==> config.mk <==
export PLATFORM = sky130hd
export DESIGN_NAME = mux_nx1_pipe
export DESIGN_NICKNAME = d
export VERILOG_FILES = /design/src/rtl/mux_nx1_pipe.sv
export SDC_FILE = /design/constraint.sdc
export NUM_CORES = 1
export LEC_CHECK = 0
export ABC_AREA = 0
export BUFFER_PORTS_ARGS = -buffer_cell sky130_fd_sc_hd__buf_4
export CAP_MARGIN = 15
export CORE_MARGIN = 2
export CORE_UTILIZATION = 50
export CTS_CLUSTER_SIZE = 14
export DETAILED_ROUTE_END_ITERATION = 8
export HOLD_SLACK_MARGIN = 0.06
export PLACE_DENSITY = 0.78
export SLEW_MARGIN = 15
export SYNTH_ARGS = -nofsm -noshare
export SYNTH_HDL_FRONTEND = slang
export SYNTH_SLANG_ARGS = --single-unit
==> constraint.sdc <==
create_clock -name iClk -period 2.31 [get_ports iClk]
set_clock_uncertainty 0.2 [all_clocks]
set_input_delay 0.231 -clock iClk [delete_from_list [all_inputs] [get_ports iClk]]
set_output_delay 0.231 -clock iClk [all_outputs]
set_load 0.02 [all_outputs]
==> src/rtl/mux_nx1_pipe.sv <==
// rtl/mux_nx1_pipe.sv - N:1 channel selector with registered output and 2-entry skid buffer
module mux_nx1_pipe #(
  parameter int WIDTH = 2,
  parameter int N_IN  = 8,
  parameter int SEL_W = 3
) (
  input  logic                  iClk,
  input  logic                  iRst,
  input  logic [N_IN*WIDTH-1:0] iX,
  input  logic [SEL_W-1:0]      iSel,
  input  logic                  iMode,
  input  logic                  iValid,
  output logic                  oReady,
  output logic [WIDTH-1:0]      oX,
  output logic [SEL_W-1:0]      oSel,
  output logic                  oSelErr,
  output logic                  oValid,
  input  logic                  iReady
);

  logic [WIDTH-1:0] skid_x;
  logic [SEL_W-1:0] skid_sel;
  logic             skid_err;
  logic             skid_v;
  logic [SEL_W-1:0] cnt;

  logic             acc;
  logic             xfer;
  logic [SEL_W-1:0] es;
  logic [WIDTH-1:0] new_x;
  logic             new_err;

  // Ready depends only on registered state and reset, so upstream sees no combinational loop.
  assign oReady = ~skid_v & ~iRst;
  assign acc    = iValid & oReady;
  assign xfer   = oValid & iReady;
  assign es     = iMode ? cnt : iSel;

  // Out-of-range selects fall through the loop untouched: zero data, error flagged.
  always_comb begin
    new_x   = '0;
    new_err = 1'b1;
    for (int k = 0; k < N_IN; k++) begin
      if (es == SEL_W'(k)) begin
        new_x   = iX[k*WIDTH +: WIDTH];
        new_err = 1'b0;
      end
    end
  end

  always_ff @(posedge iClk) begin
    if (iRst) begin
      oValid   <= 1'b0;
      oX       <= '0;
      oSel     <= '0;
      oSelErr  <= 1'b0;
      skid_v   <= 1'b0;
      skid_x   <= '0;
      skid_sel <= '0;
      skid_err <= 1'b0;
    end else if (!oValid || xfer) begin
      if (skid_v) begin
        oX      <= skid_x;
        oSel    <= skid_sel;
        oSelErr <= skid_err;
        oValid  <= 1'b1;
        skid_v  <= 1'b0;
      end else if (acc) begin
        oX      <= new_x;
        oSel    <= es;
        oSelErr <= new_err;
        oValid  <= 1'b1;
      end else begin
        oValid  <= 1'b0;
      end
    end else if (acc) begin
      skid_x   <= new_x;
      skid_sel <= es;
      skid_err <= new_err;
      skid_v   <= 1'b1;
    end
  end

  always_ff @(posedge iClk) begin
    if (iRst) begin
      cnt <= '0;
    end else if (acc && iMode) begin
      cnt <= (cnt == SEL_W'(N_IN - 1)) ? '0 : cnt + 1'b1;
    end
  end

endmodule

==> flow_metrics.tcl, run 1 <==
set metrics [dict create \
    setup-tns-final_ns 0 \
    max-cap-violations 0 \
    multi_input_area_um2 633 \
    port_buffers 31 \
    synth-edff-count 0 \
    cts_sinks 17 \
    fillers 191 \
    synth_nets 151 \
    vdd.ir_drop.worst_mv 0.376 \
    fp.dieW_um 49.4 \
    htree_levels 1 \
    whs_path_depth 3 \
    min-delay-start "iValid" \
    ys_warn_count 0 \
    p_per_area_mw_per_mm2 475 \
    core_area_mm2 0.00196 \
    path_max_fanout 11 \
    seqCellArea_um2 340 \
    vias 996 \
    syn_area_per_cell_um2 8.26 \
    post_drt_via_cell_ratio 5.50 \
    yosysSeqAreaShare 0.330 \
    arrival_ns 1.80 \
    hp-class "input pin to flip-flop" \
    p_sw_mw 0.173 \
    rsz0062_at_grt "false" \
    overflow 0 \
    slew_viol_final 0 \
    drt_pass1_iterations 4 \
    nets 181 \
    synthFlopType "dfxtp_1" \
    fmaxAchievable_mhz 551 \
    netlist_instances 125 \
    grt_pass1_wl_mm 3.89 \
    start_kind "flip-flop" \
    critical_path_class "flip-flop to flip-flop" \
    worst_pin_slew_ns 0.450 \
    io-pin-count 32 \
    dp.final_hpwl_mm 1.75 \
    finalHoldViolCount 0 \
    tritoncts "yes" \
    fin_crit_ns 1.82 \
    p_int_mw 0.441 \
    maxSlewHeadroom 0.697 \
    netSwitchingFraction 0.282 \
    cts_buffers 3 \
    async_reset_ff_frac 0 \
    path_clk_slew_ns 0.10 \
    rrSetupSlack_ns 0.49 \
    finalSetupViolCount 0 \
    p_clk_frac 0.253 \
    gr-usage-all-layers 0.206 \
    rr_worst_depth 5 \
    cts_setup_buffers 0 \
    syn-cell-area_mm2 0.00103 \
    clk-insertion-delay-late_ns 0.29 \
    reg2reg_to "oX[0]" \
    rows 16 \
    dieHeight_um 49.4 \
    wl_per_cell_um 12.4 \
    initial_core_util 0.526 \
    area.growth.synth_to_final_pct 25.2 \
    cts_buffer_depth 2 \
    gp_congestion 0.811 \
    endpoint_kind "flip-flop" \
    grt_max_degree 18 \
    drtIter0Drc 15 \
    antenna_found_initial 0 \
    antenna_left 0 \
    synth_cell_types 35 \
    routed_wl_mm 2.25 \
    antenna_cells 0 \
    remaining_drc_errors 0 \
    synth_seq_cells 17 \
    fin_crit_sh 0.786 \
    status "finished, final reports clean" \
    dieArea_mm2 0.00244 \
    sequentialPowerShare 0.510 \
    grt_pass1_vias 930 \
    crit_required_ns 2.29 \
    timing.hold.worst_endpoint "skid_v" \
    p_leak_nw 0.571 \
    combinationalPowerShare 0.236 \
    reg2reg_from "cnt[0]" \
    drive_gt1_frac 0.273 \
    cts-root-buf "clkbuf_4" \
    holdWs_ns 0.0739 \
]
## area by class of cell
type,count,share of cell area
timing repair buffer,32,0.188
clock inverter,1,0.00387
inverter,4,0.0116
clock buffer,3,0.0174
multi-input combinational,97,0.490
tap,27,0.0261
sequential,17,0.263
## critical path: stages, from the launching register on
cell	delay [ns]
dfxtp_1	0.42
or3_1	0.41
a32oi_1	0.20
o21ai_1	0.09
a31oi_1	0.29
a211oi_2	0.11
## power by group through the flow
stage | Clock, mW | Sequential (mW) | Combinational (mW)
after floorplan | 0 | 0.323 | 0.0859
after global placement | 0 | 0.320 | 0.141
after detailed placement | 0 | 0.320 | 0.144
after CTS | 0.164 | 0.314 | 0.146
after global routing | 0.182 | 0.316 | 0.160
final | 0.156 | 0.314 | 0.145
## routing by layer
metal / vias up / track usage / share of wire
met1: 451 / 0.251 / 0.43
met3: 4 / 0.0644 / 0.063
met2: 28 / 0.358 / 0.50
li1: 513 / - / -
met4: 0 / 0.0370 / 0.010
met5: - / 0 / 0
## synth_stat cells, types with 2 or more instances
| cell type | instances | area share |
|---|---|---|
| o21ai_1 | 3 | 0.015 |
| nor2_1 | 16 | 0.058 |
| nand3b_1 | 2 | 0.015 |
| dfxtp_1 | 17 | 0.33 |
| inv_1 | 4 | 0.015 |
| a21oi_1 | 12 | 0.058 |
| a31oi_1 | 2 | 0.012 |
| nand3_1 | 3 | 0.015 |
| and3_1 | 3 | 0.018 |
| mux2i_1 | 9 | 0.087 |
| a32oi_1 | 2 | 0.017 |
| and4bb_2 | 2 | 0.024 |
| ha_1 | 2 | 0.024 |
| clkbuf_1 | 2 | 0.0073 |
| nor3_1 | 6 | 0.029 |
| a211oi_1 | 3 | 0.022 |
| o21ai_0 | 7 | 0.034 |
| or3_1 | 4 | 0.024 |
| buf_2 | 2 | 0.0097 |
| buf_6 | 2 | 0.022 |
| and4b_1 | 2 | 0.019 |
| nor2b_1 | 2 | 0.012 |
| nand2_1 | 6 | 0.022 |
## cells by family after synthesis
group                      Yosys count  synth area share
AOI/OAI and AO/OA                   34             0.205
adders and majority gates            2            0.0242
buffers and inverters               11            0.0570
DFF                                 17             0.330
muxes                               11             0.120
and+or+nand+nor                     50             0.264
## worst max path at each step
stage	end	slack, ns	start	cells after the start
4_1_cts	oX[0]	0.48	cnt[0]	5
2_1_floorplan	oX[0]	0.60	cnt[0]	6
6_report	oX[0]	0.49	cnt[0]	5
5_1_grt	oX[0]	0.32	cnt[2]	5
3_3_place_gp	oX[0]	0.47	iMode	6
3_5_place_dp	oX[0]	0.42	iMode	6
## metrics by stage
| step | utilization | instances | area, um^2 | total power [mW] | setup slack [ns] |
|---|---|---|---|---|---|
| 6_report | 0.659 | 181 | 1290 | 0.615 | 0.494 |
| 5_1_grt | 0.659 | 181 | 1290 | 0.658 | 0.323 |
| 3_3_place_gp | 0.640 | 176 | 1250 | 0.461 | 0.467 |
| 2_1_floorplan | - | 125 | 1030 | 0.409 | 0.598 |
| 4_1_cts | 0.659 | 181 | 1290 | 0.623 | 0.478 |
| 3_5_place_dp | 0.640 | 176 | 1250 | 0.465 | 0.421 |
## cell usage in the layout, fill, tap and decap left out, drive strengths merged, types with 3 or more instances in the layout
cell / netlist / final
nand3: 3 / 3
clkbuf: 2 / 3
dfxtp: 17 / 17
and3: 3 / 3
nor2: 16 / 16
o21ai: 11 / 11
buf: 5 / 31
nor3: 6 / 6
a21oi: 12 / 12
or3: 4 / 4
mux2i: 10 / 10
inv: 4 / 4
nand2: 6 / 6
a211oi: 4 / 4
## repair_timing
action	4_1_cts	5_1_grt
hold buffers	1	0
gates resized for setup	0	0
endpoints found under the hold margin	14	0
## registers in the layout (all words and copies together) (netlist names)
name      cells
oSelErr       1
oValid        1
cnt           3
skid_sel      3
oSel          3
skid_err      1
skid_v        1
skid_x        2
oX            2
Note: power is estimated with default switching activity, not from simulation.
==> run 2: changes to the inputs <==
--- a/config.mk
+++ b/config.mk
@@ -5,15 +5,15 @@
 export SDC_FILE = /design/constraint.sdc
 export NUM_CORES = 1
 export LEC_CHECK = 0
-export ABC_AREA = 0
+export ABC_AREA = 1
 export BUFFER_PORTS_ARGS = -buffer_cell sky130_fd_sc_hd__buf_4
 export CAP_MARGIN = 15
 export CORE_MARGIN = 2
-export CORE_UTILIZATION = 50
+export CORE_UTILIZATION = 44
 export CTS_CLUSTER_SIZE = 14
 export DETAILED_ROUTE_END_ITERATION = 8
 export HOLD_SLACK_MARGIN = 0.06
-export PLACE_DENSITY = 0.78
+export PLACE_DENSITY = 0.74
 export SLEW_MARGIN = 15
 export SYNTH_ARGS = -nofsm -noshare
 export SYNTH_HDL_FRONTEND = slang
==> constraint.sdc (replaced) <==
create_clock -name iClk -period 1.5 [get_ports iClk]
set_clock_uncertainty 0.2 [all_clocks]
set_input_delay 0.15 -clock iClk [delete_from_list [all_inputs] [get_ports iClk]]
set_output_delay 0.15 -clock iClk [all_outputs]
set_load 0.02 [all_outputs]
==> flow_metrics.tcl, run 2 <==
set metrics [dict create \
    holdWs_ns -0.0135 \
    syn-cell-area_um2 958 \
    path_clk_slew_ns 0.10 \
    cts_sinks 17 \
    finalHoldViolCount 2 \
    grt_use_met3 0.0208 \
    reg2reg_from "cnt[1]" \
    critical_path_class "flip-flop to flip-flop" \
    synth_nets 170 \
    slew_viol_final 0 \
    synth_seq_cells 17 \
    htree_levels 1 \
    dpl_cell_area_mm2 0.00134 \
    grt_pass1_wl_mm 4.44 \
    yosysSeqAreaShare 0.355 \
    wl_per_cell_um 12.7 \
    violations "hold timing, setup timing" \
    start_kind "flip-flop" \
    routed_wl_mm 2.87 \
    endpoint_kind "flip-flop" \
    yosysMostFrequentCell "nand2_1" \
    startpoint "cnt[1]" \
    drive_gt1_frac 0.437 \
    final_common_cell "buf_4" \
    max-cap-violations 0 \
    drtIter0Drc 29 \
    gr-max-usage-layer "met2" \
    synth_commonest_cells "nand2_1, nor2_1, dfxtp_1, inv_1, nand3_1" \
    netlist.area_leader.share 0.355 \
    nets 226 \
    crit_required_ns 1.50 \
    fin_crit_ns 1.57 \
    antenna_cells 0 \
    rows 16 \
    netlist_instances 144 \
    instances_no_fill 226 \
    async_reset_ff_frac 0 \
    gr-usage-all-layers 0.230 \
    antenna_found_initial 0 \
    antenna_left 0 \
    fp.dieW_um 50.7 \
    arrival_ns 1.56 \
    path_max_fanout 5 \
    remaining_drc_errors 0 \
    overflow 0 \
    port_buffers 31 \
    yosys.area.top_type "dfxtp_1" \
    synth_top_cells_by_area "dfxtp_1, nand2_1, nor2_1" \
    endpoint "oX[1]" \
    cts_buffer_depth 2 \
    io-pin-count 32 \
    dieHeight_um 50.7 \
    vias 1136 \
    clk-insertion-delay-late_ns 0.30 \
    grt_max_degree 12 \
    cts_buffers 3 \
    fin_crit_sh 1.05 \
    synth_cell_types 24 \
    final_cell_mix "buf_4, nand2_1, nor2_1" \
    finalWorstSetupSlack_ns -0.0684 \
    synth-edff-count 0 \
    worst_pin_slew_ns 0.245 \
    tritoncts "yes" \
    syn_area_per_cell_um2 6.66 \
    drt_pass1_iterations 4 \
    status "finished with violations" \
    rsz0062_at_grt "true" \
    p_leak_nw 0.730 \
    dp.final_hpwl_mm 2.03 \
    power_mw 1.02 \
    gp_congestion 0.787 \
    grt_use_met2 0.430 \
    initial_core_util 0.479 \
    place_inst 215 \
    grt_pass1_vias 1091 \
    fin_area_mm2 0.00151 \
    dieArea_mm2 0.00257 \
    cts-root-buf "clkbuf_4" \
    rr_worst_depth 11 \
    largestRegisters "cnt x3, oSel x3, skid_sel x3" \
    area.growth.synth_to_final_pct 57.3 \
    post_drt_via_cell_ratio 5.03 \
    min-delay-start "iReady" \
    synthFlopType "dfxtp_1" \
    hp-class "input pin to flip-flop" \
    met1_usage 0.264 \
    reg2reg_to "oX[1]" \
    finalSetupViolCount 2 \
    fillers 161 \
    fmaxAchievable_mhz 638 \
    rrSetupSlack_ns -0.07 \
    maxSlewHeadroom 0.837 \
    core_area_mm2 0.00200 \
    p_per_area_mw_per_mm2 676 \
    vdd.ir_drop.worst_mv 0.570 \
    ys_warn_count 0 \
    hold_buffers 3 \
]
==> run 2: what timing repair did <==
action / CTS / global route
pin swaps: 10 / 9
gates resized for setup: 10 / 16
endpoints found under the hold margin: 11 / 2
cloned: 1 / 0
setup buffers: 3 / 0
setup endpoints to repair: 4 / 9
==> run 2: power breakdown <==
group | total [mW] | internal [mW] | switching, mW
Clock | 0.249 | 0.0994 | 0.150
Sequential | 0.479 | 0.468 | 0.0111
Combinational | 0.291 | 0.139 | 0.152
==> run 2: stage by stage <==
stage / utilization / setup slack [ns] / setup TNS (ns)
after floorplan: - / 0.0298 / 0
after global placement: 0.667 / -0.0433 / -0.0882
after detailed placement: 0.667 / -0.122 / -0.298
after CTS: 0.724 / -0.0801 / -0.104
after global routing: 0.753 / -0.171 / -0.500
final: 0.753 / -0.0684 / -0.127
==> run 2: layer usage <==
layer  up-vias  wire length [um]
li1        574                 -
met5         -                 0
met4         0                55
met2        36              1490
met1       519              1210
met3         7               120
==> run 2: worst min path at each step <==
stage / to / slack [ns] / cells past startpoint
after floorplan: oValid / 0.17 / 2
after global placement: cnt[0] / 0.17 / 2
after detailed placement: cnt[0] / 0.18 / 2
after CTS: skid_v / -0.003 / 4
after global routing: skid_v / -0.006 / 4
final: skid_v / -0.01 / 4
==> run 2: cell families (layout without fill, tap and decap cells) <==
group / after synthesis / count (layout) / synth area share
and+or+nand+nor: 84 / 85 / 0.402
adders and majority gates: 2 / 2 / 0.0261
DFF: 17 / 17 / 0.355
buffers and inverters: 21 / 75 / 0.0901
AOI/OAI and AO/OA: 20 / 20 / 0.127
==> run 2: cell type report <==
cell class	instances	area [um^2]	share of cell area
multi-input combinational	107	624	0.414
clock buffer	3	22.5	0.0149
timing repair buffer	52	402	0.266
tap	27	33.8	0.0224
clock inverter	1	5.00	0.00332
inverter	19	76.3	0.0506
sequential	17	344	0.228
==> run 2: critical path, cell delays in order (launching register included) <==
cell     delay (ns)
dfxtp_2        0.37
inv_1          0.05
nand2_2        0.07
nand2_4        0.08
nand4_1        0.10
nand2_1        0.06
nor2_1         0.12
nand4_1        0.09
nand2_1        0.11
nand3_2        0.08
nand2_2        0.08
a21oi_2        0.06
